**config.mk**
```make
export PLATFORM = sky130hd
export DESIGN_NAME = sram_128x8_arbiter
export DESIGN_NICKNAME = d
export VERILOG_FILES = /design/src/rtl/sram_arb_pkg.sv /design/src/rtl/rr_arb2.sv /design/src/rtl/sram_128x8_arbiter.sv
export SDC_FILE = /design/constraint.sdc
export NUM_CORES = 1
export LEC_CHECK = 0
export CAP_MARGIN = 40
export CORE_MARGIN = 2
export CORE_UTILIZATION = 33
export DETAILED_ROUTE_END_ITERATION = 12
export PLACE_DENSITY = 0.79
export SYNTH_ARGS = -nofsm -noshare
export SYNTH_HDL_FRONTEND = slang
export SYNTH_HIERARCHICAL = 1
export SYNTH_SLANG_ARGS = --single-unit
export TNS_END_PERCENT = 100
```
**constraint.sdc**
```tcl
create_clock -name clk -period 2.04 [get_ports clk]
set_clock_uncertainty 0.15 [all_clocks]
set_input_delay 0.306 -clock clk [delete_from_list [all_inputs] [get_ports clk]]
set_output_delay 0.306 -clock clk [all_outputs]
set_load 0.1 [all_outputs]
```
**src/rtl/sram_arb_pkg.sv**
```systemverilog
// Shared types and constants for the two-client SRAM arbiter.
// Holds default geometry, FSM state encoding and client id values.
package sram_arb_pkg;

  localparam int ADDR_W_DEF = 7;
  localparam int DATA_W_DEF = 8;

  typedef enum logic {
    ST_INIT = 1'b0,
    ST_RUN  = 1'b1
  } state_t;

  localparam logic CLI0 = 1'b0;
  localparam logic CLI1 = 1'b1;

  // One stage of the read-return pipe: a read is in flight for client id.
  typedef struct packed {
    logic valid;
    logic id;
  } ret_tag_t;

endpackage

```
**src/rtl/rr_arb2.sv**
```systemverilog
// Two-way round-robin arbiter: combinational grant, registered last-winner pointer.
// On contention the client that did not win most recently is granted.
module rr_arb2
  import sram_arb_pkg::*;
(
  input  logic clk,
  input  logic rst,
  input  logic en,
  input  logic req0,
  input  logic req1,
  output logic gnt0,
  output logic gnt1
);

  logic last_reg;
  logic last_next;

  always_comb begin
    gnt0      = 1'b0;
    gnt1      = 1'b0;
    last_next = last_reg;
    if (en) begin
      if (req0 && (!req1 || last_reg == CLI1)) begin
        gnt0      = 1'b1;
        last_next = CLI0;
      end else if (req1) begin
        gnt1      = 1'b1;
        last_next = CLI1;
      end
    end
  end

  // Resetting to "client 1 won last" makes client 0 win the first tie.
  always_ff @(posedge clk or posedge rst) begin
    if (rst) begin
      last_reg <= CLI1;
    end else begin
      last_reg <= last_next;
    end
  end

endmodule

```
**src/rtl/sram_128x8_arbiter.sv**
```systemverilog
// Round-robin sequencer in front of a single SRAM_128x8 with a 2-cycle read return.
// Optional power-up fill sweep enabled by defining SRAM_ARB_INIT_EN.
module sram_128x8_arbiter
  import sram_arb_pkg::*;
#(
  parameter int                 ADDR_W     = ADDR_W_DEF,
  parameter int                 DATA_W     = DATA_W_DEF,
  parameter logic [DATA_W-1:0]  INIT_VALUE = 8'h00
) (
  input  logic              clk,
  input  logic              rst,
  input  logic              req0,
  input  logic              req1,
  input  logic              we0,
  input  logic              we1,
  input  logic [ADDR_W-1:0] addr0,
  input  logic [ADDR_W-1:0] addr1,
  input  logic [DATA_W-1:0] wdata0,
  input  logic [DATA_W-1:0] wdata1,
  output logic              gnt0,
  output logic              gnt1,
  output logic              rvalid0,
  output logic              rvalid1,
  output logic [DATA_W-1:0] rdata0,
  output logic [DATA_W-1:0] rdata1,
  output logic              init_busy,
  output logic [ADDR_W-1:0] mem_addr,
  output logic [DATA_W-1:0] mem_wdata,
  output logic              mem_we,
  output logic              mem_re,
  input  logic [DATA_W-1:0] mem_rdata
);

`ifdef SRAM_ARB_INIT_EN
  state_t              state_reg;
  state_t              state_next;
  logic [ADDR_W-1:0]   cnt_reg;
  logic [ADDR_W-1:0]   cnt_next;

  always_ff @(posedge clk or posedge rst) begin
    if (rst) begin
      state_reg <= ST_INIT;
      cnt_reg   <= '0;
    end else begin
      state_reg <= state_next;
      cnt_reg   <= cnt_next;
    end
  end

  // One fill write per cycle; leaving INIT on the edge that issues the last address.
  always_comb begin
    state_next = state_reg;
    cnt_next   = cnt_reg;
    if (state_reg == ST_INIT) begin
      cnt_next = cnt_reg + 1'b1;
      if (&cnt_reg) begin
        state_next = ST_RUN;
      end
    end
  end

  assign init_busy = (state_reg == ST_INIT);
`else
  assign init_busy = 1'b0;
`endif

  logic arb_en;
  logic grant;

  assign arb_en = ~init_busy & ~rst;

  rr_arb2 u_rr_arb2 (
    .clk  (clk),
    .rst  (rst),
    .en   (arb_en),
    .req0 (req0),
    .req1 (req1),
    .gnt0 (gnt0),
    .gnt1 (gnt1)
  );

  assign grant = gnt0 | gnt1;

  logic              sel_we;
  logic [ADDR_W-1:0] sel_addr;
  logic [DATA_W-1:0] sel_wdata;

  assign sel_we    = gnt1 ? we1    : we0;
  assign sel_addr  = gnt1 ? addr1  : addr0;
  assign sel_wdata = gnt1 ? wdata1 : wdata0;

  logic [ADDR_W-1:0] mem_addr_reg,  mem_addr_next;
  logic [DATA_W-1:0] mem_wdata_reg, mem_wdata_next;
  logic              mem_we_reg,    mem_we_next;
  logic              mem_re_reg,    mem_re_next;

  always_comb begin
    mem_addr_next  = mem_addr_reg;
    mem_wdata_next = mem_wdata_reg;
    mem_we_next    = 1'b0;
    mem_re_next    = 1'b0;
`ifdef SRAM_ARB_INIT_EN
    if (init_busy) begin
      mem_addr_next  = cnt_reg;
      mem_wdata_next = INIT_VALUE;
      mem_we_next    = 1'b1;
    end else
`endif
    if (grant) begin
      mem_addr_next  = sel_addr;
      mem_wdata_next = sel_wdata;
      mem_we_next    = sel_we;
      mem_re_next    = ~sel_we;
    end
  end

  // Clearing the strobes asynchronously aborts whatever command is on the SRAM pins.
  always_ff @(posedge clk or posedge rst) begin
    if (rst) begin
      mem_addr_reg  <= '0;
      mem_wdata_reg <= '0;
      mem_we_reg    <= 1'b0;
      mem_re_reg    <= 1'b0;
    end else begin
      mem_addr_reg  <= mem_addr_next;
      mem_wdata_reg <= mem_wdata_next;
      mem_we_reg    <= mem_we_next;
      mem_re_reg    <= mem_re_next;
    end
  end

  assign mem_addr  = mem_addr_reg;
  assign mem_wdata = mem_wdata_reg;
  assign mem_we    = mem_we_reg;
  assign mem_re    = mem_re_reg;

  ret_tag_t s1_reg, s1_next;
  ret_tag_t s2_reg;

  always_comb begin
    s1_next       = '0;
    s1_next.valid = grant & ~sel_we;
    s1_next.id    = gnt1 ? CLI1 : CLI0;
  end

  // Stage 1 tracks the command on the SRAM pins, stage 2 the cycle its data is out.
  always_ff @(posedge clk or posedge rst) begin
    if (rst) begin
      s1_reg <= '0;
      s2_reg <= '0;
    end else begin
      s1_reg <= s1_next;
      s2_reg <= s1_reg;
    end
  end

  assign rvalid0 = s2_reg.valid && (s2_reg.id == CLI0);
  assign rvalid1 = s2_reg.valid && (s2_reg.id == CLI1);
  assign rdata0  = mem_rdata;
  assign rdata1  = mem_rdata;

endmodule

```
==> results of run 1 <==
==> cell usage after synthesis (2+ instances only) <==
library cell and number:
o21ai_0 6, buf_4 17, buf_2 3, dfrtp_1 20, nand2_1 18, a21oi_1 2, o21ai_1 10, mux2i_1 15
inv_1 5
==> final timing paths <==
kind                                     from                 end  slack [ns]  cells after the start
hold / removal                      s1_reg[0]           s2_reg[0]        0.22                      0
hold reg to reg                     s1_reg[0]           s2_reg[0]        0.22                      0
setup reg to reg           u_rr_arb2/last_reg        mem_wdata[4]        0.39                      5
setup / recovery                          rst                gnt1        0.16                      5
max in group asynchronous                 rst         mem_addr[1]        1.30                      3
min in group asynchronous                 rst  u_rr_arb2/last_reg        0.23                      2
==> metrics by stage <==
stage          hold WS [ns]  TNS, ns  instance area [um2]  setup WS, ns
2_1_floorplan       0.02361  -0.8426                 1102      -0.08455
3_3_place_gp         0.1837        0                 1592        0.1691
3_5_place_dp         0.1957        0                 1592       0.07281
4_1_cts              0.2264        0                 1618        0.1394
5_1_grt              0.2233        0                 1618       0.07359
6_report             0.2172        0                 1618        0.1623
==> worst max-delay path, stage by stage <==
cell	delay (ns)
clkdlybuf4s50_1	0.46
clkinvlp_4	0.12
nand2_1	0.11
a21oi_4	0.22
buf_12	0.21
==> routing by layer <==
| layer | global-route usage, % | vias to the layer above |
|---|---|---|
| met5 | 0 | - |
| met4 | 6.522 | 0 |
| met3 | 2.345 | 5 |
| met2 | 23.81 | 34 |
| met1 | 16.49 | 379 |
| li1 | - | 417 |
==> final cells by class <==
type | count | area [um2]
clock buffer | 4 | 26.28
fill | 285 | 1460
inverter | 5 | 22.52
multi-input combinational | 58 | 379.1
sequential | 21 | 526.8
tap | 44 | 55.05
timing repair buffer | 61 | 608.1
==> power by group through the flow <==
| stage | logic, mW | registers [mW] | clock network (mW) |
|---|---|---|---|
| after floorplan | 0.320 | 1.03 | 0 |
| after global placement | 0.887 | 0.543 | 0 |
| after detailed placement | 0.898 | 0.545 | 0 |
| after CTS | 0.898 | 0.537 | 0.203 |
| after global routing | 0.924 | 0.545 | 0.220 |
| final | 0.892 | 0.535 | 0.191 |
==> cells by family (layout without fill, tap and decap cells) <==
group,after synthesis,count (layout),synth area share (%)
buffers and inverters,27,70,17.99
and+or+nand+nor,22,22,8.646
DFF,21,21,49.18
AOI/OAI and AO/OA,20,20,9.814
muxes,15,15,14.02
other,1,1,0.3501
==> results.yml, run 1 <==
outcome:
  outcome: "finished clean"
finish:
  final_cells: 193
  final_nets: 194
  n_antenna_cell: 0
  final_cell_mix: "clkdlybuf4s50_1 (35), buf_4 (21), dfrtp_1 (20), nand2_1 (17), mux2i_1 (15)"
  largest_reg_flops: 8
  drive_above_1_share_pct: 24.16
  postLayoutCoreUtil_pct: 52.56
  synthToLayoutAreaGrowth_pct: 51.05
  final_common_cell: "clkdlybuf4s50_1"
global_routing:
  grt_max_degree: 17
  overflow: 0
  grt_pass1_vias: 827
  grt_pass1_wl_mm: 3.774
  antenna_found_initial: 0
  grt_use_total_pct: 13.73
cts:
  clock_sinks: 21
  tritoncts: "yes"
  cts_hold_buffers: 0
  clockBufferDepth: 2
  cts_inserted_buffers: 3
  cts.repair.resized: 0
  htree_levels: 1
  cts_setup_buffers: 0
  cts_root_buf: "clkbuf_4"
  clk_pin_slew_worst_paths_ns: 0.11
  worstSkewPairLatency_ns: 0.29
yosys:
  ys_types: 19
  yosysTopAreaCell: "dfrtp_1"
  async_flop_share_pct: 100.0
  synth_edf_count: 0
  syn-mean-instance-area_um2: 10.10
  syn_area_um2: 1071
  yosys_warnings: 6
  yosysSeqAreaShare_pct: 49.18
  synth_fp_nets: 150
  ys.flop_type: "dfrtp_1"
  synth_area_leaders: "dfrtp_1 (47%), mux2i_1 (14%), buf_4 (12%), nand2_1 (6.3%), o21ai_1 (4.7%)"
  synthCells: 106
  ys_ff_latch: 21
  synth_top_area_share_pct: 46.73
sta:
  hold_viol: 0
  grt_setup_unrepaired: "no"
  final.min_clock_period_ns: 1.878
  fin_crit_sh_pct: 92.04
  finalSetupViolCount: 0
  slew_viol_final: 0
  fmax_ghz: 0.5326
detailed_routing:
  wl_met2_mm: 1.194
  drtIter0Drc: 10
  drc_errors: 0
  avgRoutedWirePerCell_um: 12.17
  vias_per_cell: 4.326
  wl_mm: 2.349
  wl_met1_um: 959
  first_pass_iters: 4
  met3_length_um: 159
  dr_total_vias: 835
  ant_nets: 0
  dr.max_layer_used: "met4"
die:
  die_w_um: 60.97
  start_util_pct: 34.80
  ios: 82
  die_area_um2: 3717
  rows: 20
  placeableCoreArea_um2: 3078
  die_y_um: 60.97
setup_path:
  cp-start-kind: "input pin"
  path_max_fanout: 5
  required_ns: 1.58
  cp.arrival_ns: 1.42
  worstSetupPathType: "in -> out"
  endpoint_kind: "output port"
power:
  switching_share_pct: 50.82
  share_comb_of_total_power_pct: 55.1
  finalPower_mw: 1.618
  seq_power_share_pct: 33.1
  clkPwrFrac_pct: 11.8
  power.density_nw_per_um2: 1000
  p_sw_mw: 0.8224
  power.internal_mw: 0.7960
  peakVddDrop_mv: 0.4001
  power_leakage_nw: 0.6954
placement:
  hpwl_mm: 1.966
  portBuffers: 56
  place.gp.congestion: 0.7331
  place_inst: 189
min_path:
  worstHoldPathType: "reg -> reg"
job:
  maxCapViolations: 0
Power figures use the tool's default switching activity.
==> run 2, diff against run 1 <==
Settings changed: CORE_UTILIZATION 33 to 34, PLACE_DENSITY 0.79 to 0.8, SYNTH_HIERARCHICAL 1 to unset.
==> run 2 against run 1 <==
Compared with the run above:
- final cell count grew 9.3%
- die area up 1.1%
- hold slack got worse by 0.0043 ns
- largest cell class unchanged
- highest routed layer unchanged
==> results.yml, run 2 <==
outcome:
  outcome: "finished clean"
finish:
  n_antenna_cell: 0
  nFillCells: 295
  seq_area_um2: 526.8
  drive_above_1_share_pct: 22.16
  final_nets: 212
  final_cell_mix: "clkdlybuf4s50_1 (35), buf_4 (23), dfrtp_1 (20), nand3_1 (16)"
  postLayoutCoreUtil_pct: 53.50
  largest_reg_flops: 8
  final_common_cell: "clkdlybuf4s50_1"
  stdcell_area_um2: 1647
  final_cells: 211
  multi_input_area_um2: 407.9
  synthToLayoutAreaGrowth_pct: 47.53
yosys:
  yosysSeqAreaShare_pct: 47.20
  ys_types: 22
  async_flop_share_pct: 100.0
  synth_compound_area_share_pct: 18.05
  synthAdderAreaFrac_pct: 0
  synth_xor_area_share_pct: 0
  synth.most_common_cell: "dfrtp_1"
  ys_ff_latch: 21
  syn_area_um2: 1116
  ys.flop_type: "dfrtp_1"
  synth_fp_nets: 170
  synth_edf_count: 0
  synth.mux.area_fraction_pct: 0
  synth_area_leaders: "dfrtp_1 (45%), buf_4 (13%), a31oi_1 (8.4%), nand3_1 (7.2%), nor2_1 (5.4%)"
  synthCells: 126
  yosys.area_share.simple_pct: 17.38
  yosys_warnings: 0
  yosysTopAreaCell: "dfrtp_1"
  ys_top_cells_by_count: "dfrtp_1 (20), buf_4 (19), nand3_1 (16), nor2_1 (16), a31oi_1 (15)"
  synth_top_family_by_area: "compound AO/OA/AOI/OAI gates"
  syn-mean-instance-area_um2: 8.858
  synth_top_area_share_pct: 44.84
setup_path:
  required_ns: 1.58
  crit_path_max_incr_delay_ns: 0.46
  crit_chain: "clkdlybuf4s50_1 -> nand2b_2 -> nor2_2 -> buf_12"
  ff2ff_path_depth: 4
  path_max_fanout: 5
  cp-start-kind: "input pin"
  worstSetupPathType: "in -> out"
  cp.arrival_ns: 1.37
  endpoint_kind: "output port"
  critPathSlowestCell: "clkdlybuf4s50_1"
cts:
  cts_inserted_buffers: 3
  cts.repair.resized: 0
  clock_sinks: 21
  cts_hold_buffers: 0
  worstSkewPairLatency_ns: 0.29
  cts_setup_buffers: 0
  tritoncts: "yes"
  htree_levels: 1
  clk_pin_slew_worst_paths_ns: 0.11
  cts_root_buf: "clkbuf_4"
  clockBufferDepth: 2
global_routing:
  antenna_found_initial: 0
  overflow: 0
  grt_pass1_vias: 1117
  grt_pass1_wl_mm: 4.795
  grt_use_total_pct: 17.00
  grt_max_degree: 33
sta:
  grt_setup_unrepaired: "no"
  final.min_clock_period_ns: 1.830
  hold_viol: 0
  setup_tns_ns: 0
  slew_viol_final: 0
  timing.hold.ws_ns: 0.2129
  fin_crit_sh_pct: 89.73
  fin_ws_ns: 0.2095
  fmax_ghz: 0.5463
  finalSetupViolCount: 0
die:
  die_w_um: 61.30
  placeableCoreArea_um2: 3078
  ios: 82
  die_area_um2: 3757
  rows: 20
  die_y_um: 61.30
  start_util_pct: 36.26
placement:
  hpwl_mm: 2.418
  dp_slack_ns: 0.1972
  portBuffers: 56
  place.gp.congestion: 0.7861
  place_area_um2: 1620
  place_inst: 207
min_path:
  worstHoldPathType: "reg -> reg"
  worstHoldPathCells: 0
detailed_routing:
  dr_total_vias: 1058
  first_pass_iters: 4
  drtIter0Drc: 33
  ant_nets: 0
  wl_mm: 3.082
  avgRoutedWirePerCell_um: 14.61
  vias_per_cell: 5.014
  drc_errors: 0
job:
  maxCapViolations: 0
power:
  power_leakage_nw: 0.6782
  power.density_nw_per_um2: 846.2
  peakVddDrop_mv: 0.3269
  finalPower_mw: 1.393
==> run 2: cell count changes after synthesis, moves of 2 or more <==
cell,change
a31oi_1,+15
buf_2,+2
buf_4,+2
inv_1,-3
mux2i_1,-15
nand2_1,-16
nand3_1,+16
nor2_1,+16
o21ai_0,+2
==> run 2: per-layer routing <==
metal	routed length [um]	GRT usage (%)	up-vias	part of all wire, %
met5	0	0	-	0
met4	108	9.938	0	3.5
met3	226	1.471	21	7.3
met2	1542	30.40	52	50
met1	1203	19.69	486	39
li1	-	-	499	-
==> run 2: power by group <==
group          switching [mW]  internal, mW  leakage, nW
sequential             0.0303         0.471        0.244
combinational           0.506         0.193        0.419
clock                   0.117        0.0760       0.0150
total                   0.653         0.740        0.678
==> run 2: kinds of logic after synthesis <==
| logic type | after synthesis |
|---|---|
| AO/OA/AOI/OAI | 35 |
| buffers and inverters | 28 |
| other | 1 |
| flip-flops | 21 |
| AND/OR/NAND/NOR | 41 |
==> run 2: layout make-up <==
class | count | share of cell area [%]
Clock buffer | 4 | 1.596
Inverter | 2 | 0.4559
Multi-Input combinational cell | 77 | 24.77
Sequential cell | 21 | 31.99
Tap cell | 44 | 3.343
Timing Repair Buffer | 63 | 37.84
==> run 2: worst paths after layout <==
check | from | end | slack [ns]
min in group asynchronous | rst | mem_addr[0] | 0.28
worst max-delay path | rst | gnt1 | 0.21
worst min-delay path | s1_reg[0] | s2_reg[0] | 0.21
worst max register to register | u_rr_arb2.last_reg | mem_re | 0.58
worst min register to register | s1_reg[0] | s2_reg[0] | 0.21
max in group asynchronous | rst | u_rr_arb2.last_reg | 1.19
==> run 2: critical path: cells and delay by family <==
kind                   cells  cell delay [ns]
and+or+nand+nor            2             0.40
buffers and inverters      2             0.66
